<file path="config.mk">
export PLATFORM = sky130hd
export DESIGN_NAME = ldpc_vnu
export DESIGN_NICKNAME = d
export VERILOG_FILES = /design/src/rtl/ldpc_pkg.sv /design/src/rtl/ldpc_vnu_sat_add.sv /design/src/rtl/ldpc_vnu.sv
export SDC_FILE = /design/constraint.sdc
export NUM_CORES = 2
export LEC_CHECK = 0
export CORE_MARGIN = 2
export CORE_UTILIZATION = 25
export DETAILED_ROUTE_END_ITERATION = 10
export PLACE_DENSITY = 0.43
export RECOVER_POWER = 50
export SYNTH_ARGS = -nofsm -noshare
export SYNTH_HDL_FRONTEND = slang
export SYNTH_SLANG_ARGS = --single-unit
</file>
<file path="constraint.sdc">
create_clock -name clk -period 4.17 [get_ports clk]
set_clock_uncertainty 0.15 [all_clocks]
set_input_delay 0.834 -clock clk [delete_from_list [all_inputs] [get_ports clk]]
set_output_delay 0.834 -clock clk [all_outputs]
set_load 0.01 [all_outputs]
</file>
<file path="src/rtl/ldpc_pkg.sv">
// Shared defaults and FSM state encoding for the LDPC variable-node update block.
package ldpc_pkg;

  localparam int LLR_WIDTH_DEF  = 8;
  localparam int ROW_WEIGHT_DEF = 24;
  localparam int NUM_ROWS_DEF   = 4;
  localparam int ACC_WIDTH_DEF  = 10;

  typedef enum logic [1:0] {
    IDLE   = 2'd0,
    ACCUM  = 2'd1,
    OUTPUT = 2'd2
  } vnu_state_t;

endpackage

</file>
<file path="src/rtl/ldpc_vnu_sat_add.sv">
// One variable-node column: expands a compressed check message, adds it with saturation.
// Define LDPC_VNU_NMS_EN to scale each expanded magnitude by 0.75 (normalized min-sum).
module ldpc_vnu_sat_add
  import ldpc_pkg::*;
#(
  parameter int LLR_WIDTH = LLR_WIDTH_DEF,
  parameter int ACC_WIDTH = ACC_WIDTH_DEF
) (
  input  logic                 clk,
  input  logic                 rst_n,
  input  logic                 load,
  input  logic [LLR_WIDTH-1:0] ch_llr,
  input  logic                 add_en,
  input  logic [LLR_WIDTH-2:0] mag_min,
  input  logic [LLR_WIDTH-2:0] mag_submin,
  input  logic                 use_submin,
  input  logic                 neg,
  output logic [LLR_WIDTH-1:0] app_llr,
  output logic                 hard_dec
);

  localparam int MW = LLR_WIDTH - 1;
  localparam logic signed [ACC_WIDTH:0] SAT_POS = {2'b00, {(ACC_WIDTH-1){1'b1}}};
  localparam logic signed [ACC_WIDTH:0] SAT_NEG = -SAT_POS;
  localparam logic [ACC_WIDTH-1:0]      MAG_MAX = {{(ACC_WIDTH-MW){1'b0}}, {MW{1'b1}}};

  logic signed [ACC_WIDTH-1:0] acc;
  logic signed [ACC_WIDTH-1:0] acc_load;
  logic signed [ACC_WIDTH-1:0] ch_ext;
  logic        [MW-1:0]        mag_sel;
  logic        [MW-1:0]        mag_scaled;
  logic signed [ACC_WIDTH:0]   mag_ext;
  logic signed [ACC_WIDTH:0]   delta;
  logic signed [ACC_WIDTH:0]   acc_ext;
  logic signed [ACC_WIDTH:0]   sum;
  logic signed [ACC_WIDTH-1:0] acc_sum;
  logic        [ACC_WIDTH-1:0] acc_abs;
  logic        [MW-1:0]        mag_out;

  always_comb begin
    ch_ext   = {{(ACC_WIDTH-MW){1'b0}}, ch_llr[MW-1:0]};
    acc_load = ch_llr[LLR_WIDTH-1] ? -ch_ext : ch_ext;

    mag_sel = use_submin ? mag_submin : mag_min;
`ifdef LDPC_VNU_NMS_EN
    mag_scaled = mag_sel - (mag_sel >> 2);
`else
    mag_scaled = mag_sel;
`endif
    mag_ext = {{(ACC_WIDTH+1-MW){1'b0}}, mag_scaled};
    delta   = neg ? -mag_ext : mag_ext;

    // One guard bit makes overflow detection a plain signed range compare.
    acc_ext = {acc[ACC_WIDTH-1], acc};
    sum     = acc_ext + delta;
    if (sum > SAT_POS)
      acc_sum = SAT_POS[ACC_WIDTH-1:0];
    else if (sum < SAT_NEG)
      acc_sum = SAT_NEG[ACC_WIDTH-1:0];
    else
      acc_sum = sum[ACC_WIDTH-1:0];
  end

  always_ff @(posedge clk or negedge rst_n) begin
    if (!rst_n)
      acc <= '0;
    else if (load)
      acc <= acc_load;
    else if (add_en)
      acc <= acc_sum;
  end

  // Zero converts to +0 naturally since the sign comes from the two's-complement MSB.
  always_comb begin
    acc_abs  = acc[ACC_WIDTH-1] ? -acc : acc;
    mag_out  = (acc_abs > MAG_MAX) ? MAG_MAX[MW-1:0] : acc_abs[MW-1:0];
    app_llr  = {acc[ACC_WIDTH-1], mag_out};
    hard_dec = acc[ACC_WIDTH-1];
  end

endmodule

</file>
<file path="src/rtl/ldpc_vnu.sv">
// LDPC variable-node update: accumulates NUM_ROWS check messages onto channel LLRs per frame.
module ldpc_vnu
  import ldpc_pkg::*;
#(
  parameter int LLR_WIDTH  = LLR_WIDTH_DEF,
  parameter int ROW_WEIGHT = ROW_WEIGHT_DEF,
  parameter int NUM_ROWS   = NUM_ROWS_DEF,
  parameter int ACC_WIDTH  = ACC_WIDTH_DEF
) (
  input  logic                            clk,
  input  logic                            rst_n,
  input  logic                            start,
  input  logic [ROW_WEIGHT*LLR_WIDTH-1:0] ch_llr,
  input  logic                            c2v_valid,
  output logic                            c2v_ready,
  input  logic [LLR_WIDTH-2:0]            c2v_min,
  input  logic [LLR_WIDTH-2:0]            c2v_submin,
  input  logic [4:0]                      c2v_min_idx,
  input  logic [ROW_WEIGHT-1:0]           c2v_sign,
  input  logic [1:0]                      c2v_row,
  output logic                            app_valid,
  input  logic                            app_ready,
  output logic [ROW_WEIGHT*LLR_WIDTH-1:0] app_llr,
  output logic [ROW_WEIGHT-1:0]           hard_dec,
  output logic                            busy,
  output logic                            done,
  output logic                            err
);

  localparam int CNT_W = $clog2(NUM_ROWS + 1);

  vnu_state_t       state, state_nxt;
  logic [3:0]       row_seen;
  logic [CNT_W-1:0] row_cnt;
  logic             load;
  logic             accept;
  logic             dup;
  logic             add_en;
  logic             last_row;

  always_comb begin
    c2v_ready = (state == ACCUM);
    app_valid = (state == OUTPUT);
    busy      = (state != IDLE);
    load      = start && (state == IDLE);
    accept    = c2v_valid && c2v_ready;
    dup       = row_seen[c2v_row];
    add_en    = accept && !dup;
    last_row  = add_en && (row_cnt == CNT_W'(NUM_ROWS - 1));
  end

  always_ff @(posedge clk or negedge rst_n) begin
    if (!rst_n)
      state <= IDLE;
    else
      state <= state_nxt;
  end

  always_comb begin
    state_nxt = state;
    case (state)
      IDLE:    if (start)     state_nxt = ACCUM;
      ACCUM:   if (last_row)  state_nxt = OUTPUT;
      OUTPUT:  if (app_ready) state_nxt = IDLE;
      default:                state_nxt = IDLE;
    endcase
  end

  always_ff @(posedge clk or negedge rst_n) begin
    if (!rst_n) begin
      row_seen <= '0;
      row_cnt  <= '0;
      err      <= 1'b0;
      done     <= 1'b0;
    end else begin
      done <= (state == OUTPUT) && app_ready;
      if (load) begin
        row_seen <= '0;
        row_cnt  <= '0;
        err      <= 1'b0;
      end else if (accept) begin
        if (dup) begin
          err <= 1'b1;
        end else begin
          row_seen[c2v_row] <= 1'b1;
          row_cnt           <= row_cnt + CNT_W'(1);
        end
      end
    end
  end

  for (genvar k = 0; k < ROW_WEIGHT; k++) begin : g_col
    logic use_sub;
    // An out-of-range min_idx never matches any column, so all columns take c2v_min.
    assign use_sub = (int'(c2v_min_idx) == k);

    ldpc_vnu_sat_add #(
      .LLR_WIDTH(LLR_WIDTH),
      .ACC_WIDTH(ACC_WIDTH)
    ) u_col (
      .clk        (clk),
      .rst_n      (rst_n),
      .load       (load),
      .ch_llr     (ch_llr[k*LLR_WIDTH +: LLR_WIDTH]),
      .add_en     (add_en),
      .mag_min    (c2v_min),
      .mag_submin (c2v_submin),
      .use_submin (use_sub),
      .neg        (c2v_sign[k]),
      .app_llr    (app_llr[k*LLR_WIDTH +: LLR_WIDTH]),
      .hard_dec   (hard_dec[k])
    );
  end

endmodule

</file>
---- Word level (Yosys, flattened, before mapping) ----
Index checks and enable logic that the tools add are counted.
storage, ports and cells
  logic and storage cells ................. 480
  bits of input ports ..................... 242
  output and inout port bits .............. 221
  bits in registers ....................... 251
cells by class
  equal/unequal tests ..................... 30
  magnitude comparators ................... 74
  bitwise logic cells ..................... 1
  muxes and demuxes ....................... 233
  reduce and logical (&&, ||, !) cells .... 16
  add/subtract/negate cells ............... 97
operators with widths
  kind                    count
  $mux W10                144
  $mux W7                 48
  $add A10 B11 Y11        24
  $gt A11 B10 Y1 const B  24
  $lt A11 B10 Y1 const B  24
  $mux W11                24
  $neg A7 Y11             24
  $gt A10 B7 Y1 const B   24
  $neg A10 Y10            24
  $neg A7 Y10             24
  $eq A5 B5 Y1 const B    16
  $eq A5 B4 Y1 const B    4
  $mux W4                 3
  $eq A5 B3 Y1 const B    2
  $mux W3                 3
  $reduce_bool A2 Y1      4
  $logic_and A1 B1 Y1     6
  $mux W2                 3
  $ne A2 B1 Y1 const B    3
  $pmux W2 S3             1
  $eq A5 B2 Y1 const B    1
  $logic_not A5 Y1        1
  $mux W1                 5
  $or A4 B4 Y4            1
  other kinds (13)        14

---- Longest topological paths before layout ----
  depth after elaboration ................. 10
  mapped depth ............................ 20
  depth with buffers taken out ............ 18

---- By module ----
From an unflattened synthesis, not the netlist that was laid out.
unflattened totals
  cells, all modules ...................... 5257
  area total of the unflattened synthesis .. 40600.2 sq um
modules (own cells, without submodules)
  module                                  seq. area each (sq um)  instances  area an instance (sq um)  cells each
  ldpc_vnu_sat_add (g_col[13].u_col ...)  250.2                   18         1657.8                    216
  ldpc_vnu_sat_add (g_col[0].u_col ...)   250.2                   5          1674.1                    214
  ldpc_vnu_sat_add (g_col[12].u_col)      250.2                   1          1685.4                    210
  ldpc_vnu                                275.3                   1          703.2                     89

---- Worst setup path after synthesis ----
Ideal clock, no wire load.
  path kind ............................... input to register
  start ................................... in c2v_min_idx[1]
  end ..................................... reg g_col[13].u_col.acc[3]
  cell stages on the path ................. 19
  data required time ...................... 3.896 ns
  library setup time ...................... 0.124 ns
  buffers on the path ..................... 3
  data arrival time ....................... 5.206 ns
  slack ................................... -1.310 ns
  path through ............................ buf_4 > or3b_1 > clkbuf_1 > nor2_1 > buf_1 > mux2i_1 > ha_1 > inv_1 > o21ai_0 > xor2_1 > ha_1 > nor2b_1 > a221oi_1 > o311ai_0 > or4_1 > o31a_1 > o21ai_2 > nor2_1 > a211o_1
between the ends
  word-level cells in the longest chain between the ends .. 10
  elaborated cells between the ends (all ways) .. 11
  classes of those cells .................. add/sub: 2; order compare: 2; eq/ne: 1; mux: 6
RTL lines
  item                  RTL line                text
  start, declared       ldpc_vnu.sv:18          input logic [4:0] c2v_min_idx,
  $eq A5 B5 Y1 *        ldpc_vnu.sv:95          assign use_sub = (int'(c2v_min_idx) == k);
  $mux W7 *             ldpc_vnu_sat_add.sv:44  mag_sel = use_submin ? mag_submin : mag_min;
  $neg A7 Y11           ldpc_vnu_sat_add.sv:51  delta = neg ? -mag_ext : mag_ext;
  $mux W11 *            ldpc_vnu_sat_add.sv:51
  $add A10 B11 Y11 *    ldpc_vnu_sat_add.sv:55  sum = acc_ext + delta;
  $lt A11 B10 Y1        ldpc_vnu_sat_add.sv:58  else if (sum < SAT_NEG)
  $mux W10              ldpc_vnu_sat_add.sv:58
  $mux W10 *            ldpc_vnu_sat_add.sv:56  if (sum > SAT_POS)
  $mux W10 *            ldpc_vnu_sat_add.sv:69  else if (add_en)
  $mux W10 *            ldpc_vnu_sat_add.sv:67  else if (load)
  end signal, assigned  ldpc_vnu_sat_add.sv:68  acc <= acc_load;
  end signal, assigned  ldpc_vnu_sat_add.sv:70  acc <= acc_sum;
  end, declared         ldpc_vnu_sat_add.sv:27  logic signed [ACC_WIDTH-1:0] acc;
Mark *: on every way between the ends. The rest lies on a longest branch, timed or not. The select of a mux whose other input is x is not followed.
A chain may end at the register's enable or synchronous reset.

---- Worst setup path in the final report ----
  start ................................... in c2v_min_idx[1]
  end ..................................... reg g_col[13].u_col.acc[1]
The elaborated chain is that of the path after synthesis.

==> run_results.csv <==
group,metric,value,unit
placement,place.port_buffers,462,
yosys,syn_area,38200,um^2
die,dieArea,156000,um^2
sta,finalSetupViolations,197,
yosys,syn_inst,5028,
worst_setup_path,r2r_start,"g_col[2].u_col.acc[0]$_DFFE_PN0P_",
yosys,synth_mux_area_share,6.32,%
cts,insertion_delay,620,ps
placement,dp_hpwl,136,mm
yosys,synthFlopType,"dfrtp_1",
yosys,yosysWarnings,0,
global_routing,grt_first_pass_wirelength,260,mm
min_path,hp-start,"row_seen[2]$_DFFE_PN0P_",
sta,fin_crit_sh,108,%
final_layout,final_nets,7192,
pwr,vdd_ir_drop_max,0.329,mV
detailed_routing,vias_per_cell,5.05,
detailed_routing,wirelength,172,mm
yosys,postSynthRegisterBits,251,
cts,htreeDepth,2,
yosys,yosys.area_share.simple,19.2,%
global_routing,grt_pass1_vias,43633,
min_path,whs_path_depth,2,
outcome,violations,"capacitance limit, slew limit, setup timing",
detailed_routing,wl_per_cell,19.9,um
cts,cts_made_buffers,37,
final_layout,final_area,60600,um^2
sta,worst_slack,-325,ps
die,rows,143,
global_routing,grt_max_degree,96,
cts,cts_tree,"done",
placement,place_area,54800,um^2
cts,hold_buffers,0,
yosys,synthTopCellsByArea,"dfrtp_1, ha_1, xor2_1",
die,start_util,25.2,%
worst_setup_path,crit_start,"c2v_min_idx[1]",
yosys,synth-xor-area-share,13.3,%
detailed_routing,detail-route-antenna-nets,0,
outcome,status,"finished with violations",
die,fp.dieH,395,um
yosys,synth_area_leader_cell,"dfrtp_1",
die,chipWidth,395,um
worst_setup_path,arrival,4840,ps
yosys,syn_avg_cell_area,7.60,um^2
min_path,hp-class,"flip-flop to flip-flop",
yosys,synth_top_area_share,16.4,%
worst_setup_path,rr_worst_depth,10,
sta,worst_pin_slew,2040,ps
pwr,power.density,796,nW/um^2
sta,relSlewSlack,-36.0,%
worst_setup_path,critPathLaunchType,"input port",
placement,finalWeightedCongestion,0.881,
pwr,power_leakage,25.5,nW
placement,pre_cts_ws,-1500,ps
cts,clockRootBuffer,"clkbuf_16",
yosys,synth_compound_area_share,26.5,%
sta,fmax,222,MHz
pwr,power,48.2,mW
yosys,synthArstFlopShare,100,%
detailed_routing,num_vias,43683,
die,design.core.area,152000,um^2
job,cap_violations,2,
yosys,synth_fa_ha_area_share,12.7,%
yosys,ys_seq_area_share,16.4,%
cts,path_clk_slew,60,ps
detailed_routing,dr.pass1.iters,5,
sta,fin_crit,4500,ps
sta,drv_slew,96,
yosys,synth_cell_type_count,102,
worst_setup_path,crit_path_end_kind,"flip-flop",
global_routing,grt_use_total,21.2,%
yosys,synth_top_family_by_area,"compound AO/OA/AOI/OAI gates",
cts,clkSinkCount,251,
final_layout,area_growth,58.6,%
cts,max-clock-path-buffers,3,
sta,finalHoldViolCount,0,
global_routing,antenna_found_initial,20,
sta,rsz0062_at_grt,"yes",
final_layout,drive_gt1_share,32.8,%
detailed_routing,drc_errors,0,
yosys,syn_nets,5633,
worst_setup_path,worstPathRequired,4510,ps
worst_setup_path,setup.worst_path.class,"input port to flip-flop",
die,ioPinCount,463,
detailed_routing,first_iter_violations,2316,
worst_setup_path,critPathMaxFanout,6,
global_routing,overflow,0,
yosys,synth_edf_count,0,
[report_power, final]
part	internal [mW]	switching, mW
combinational	19.8	18.8
sequential	3.70	2.57
clock	2.03	1.37
[what timing repair did]
action,4_1_cts,5_1_grt
resized for setup,492,223
buffers inserted,119,35
endpoints found under the hold margin,0,0
endpoints found under the setup margin,261,281
pin swaps,277,134
cloned,2,0
[placed cells by master, fill, tap and decap left out, types with 31 or more instances in the layout]
cell type,n
a211oi_2,31
a21o_1,43
a21oi_1,234
a21oi_2,66
a31oi_1,53
buf_12,48
buf_4,1221
buf_6,57
clkbuf_16,39
clkdlybuf4s50_1,440
dfrtp_1,250
ha_1,293
inv_1,237
mux2i_1,149
mux2i_2,35
mux2i_4,36
nand2_1,518
nand2b_1,62
nand3_1,100
nor2_1,305
nor2_4,33
nor2b_1,60
nor3_1,122
nor4_1,31
o211ai_1,87
o21ai_0,244
o21ai_1,56
o21ai_2,48
o22ai_1,82
o31ai_1,146
or3_1,52
xnor2_1,242
xor2_1,253
[critical path, stage by stage]
cell     delay, ps
buf_12         100
buf_12         130
or3b_4         440
nor2_4         140
buf_12         140
mux2i_4        320
ha_4           200
buf_6          100
nor2_4          30
xnor2_2        220
ha_4           250
buf_4          140
xor2_1         160
nor3_1         190
o21ai_2         80
or4_1          520
o31a_1         300
o21ai_1        160
a21oi_1         80
a311o_1        280
[stage by stage]
stage	util [%]	cells	TNS, ps	hold WS (ps)
final	39.9	8646	-25400	348
after global routing	39.9	8646	-67010	371
after CTS	39.1	8614	-24760	70.3
after detailed placement	36.1	8430	-292420	337
after global placement	36.1	8430	-284970	326
after floorplan	-	5028	-55410	307
[worst paths after layout]
| kind | to | slack (ps) |
|---|---|---|
| hold reg to reg | row_seen[2]$_DFFE_PN0P_ | 350 |
| min in group asynchronous | g_col[12].u_col.acc[7]$_DFFE_PN0P_ | 660 |
| setup reg to reg | g_col[2].u_col.acc[7]$_DFFE_PN0P_ | 790 |
| setup / recovery | g_col[13].u_col.acc[1]$_DFFE_PN0P_ | -330 |
| hold / removal | row_seen[2]$_DFFE_PN0P_ | 350 |
| max in group asynchronous | g_col[16].u_col.acc[1]$_DFFE_PN0P_ | 490 |
[routing by layer]
metal	routed length (um)	vias up	track usage, %
met5	93	-	0
met2	80100	968	35.5
met1	80100	21030	29.0
li1	-	21478	-
met4	3780	14	4.51
met3	7690	193	2.49
[kinds of logic (layout without fill, tap and decap cells)]
family / after synthesis / count (layout)
muxes: 238 / 238
AOI/OAI and AO/OA: 1526 / 1526
buffers and inverters: 515 / 2101
other: 0 / 2
adders and majority gates: 375 / 375
and+or+nand+nor: 1557 / 1557
xor gates and xnor gates: 566 / 566
DFF: 251 / 251
[synthesized netlist by cell type (14+ instances only)]
| master | n |
|---|---|
| nand2_1 | 558 |
| nor2_1 | 354 |
| o21ai_0 | 340 |
| ha_1 | 339 |
| a21oi_1 | 306 |
| xor2_1 | 287 |
| xnor2_1 | 266 |
| dfrtp_1 | 251 |
| inv_1 | 241 |
| mux2i_1 | 220 |
| clkbuf_1 | 184 |
| o31ai_1 | 168 |
| nor3_1 | 138 |
| nand3_1 | 119 |
| o22ai_1 | 91 |
| o211ai_1 | 87 |
| a31oi_1 | 66 |
| nor2b_1 | 66 |
| nand2b_1 | 65 |
| buf_4 | 55 |
| or3_1 | 54 |
| a211oi_1 | 52 |
| a21o_1 | 44 |
| nor4_1 | 41 |
| a21boi_0 | 28 |
| o21a_1 | 27 |
| or2_2 | 27 |
| o22a_1 | 25 |
| fa_1 | 24 |
| o31a_1 | 23 |
| and2_1 | 20 |
| buf_1 | 20 |
| o21bai_1 | 20 |
| o221ai_1 | 20 |
| a2111oi_0 | 17 |
| mux2_2 | 17 |
| a311oi_1 | 15 |
| or4_1 | 15 |
| nand3b_1 | 14 |
[state kept, by name (all words and copies together), names as in the netlist]
signal           cells
done                 1
err                  1
g_col.u_col.acc    240
row_cnt              3
row_seen             4
state                2
[area by class of cell]
| type | instances | area, um^2 |
|---|---|---|
| timing repair buffer | 1794 | 15400 |
| multi-input combinational | 4262 | 34200 |
| fill | 15365 | 91300 |
| antenna | 2 | 5.00 |
| sequential | 251 | 6280 |
| clock buffer | 54 | 1110 |
| tap | 2030 | 2540 |
| inverter | 241 | 907 |
| clock inverter | 12 | 149 |
Note: power is estimated with default switching activity, not from simulation.
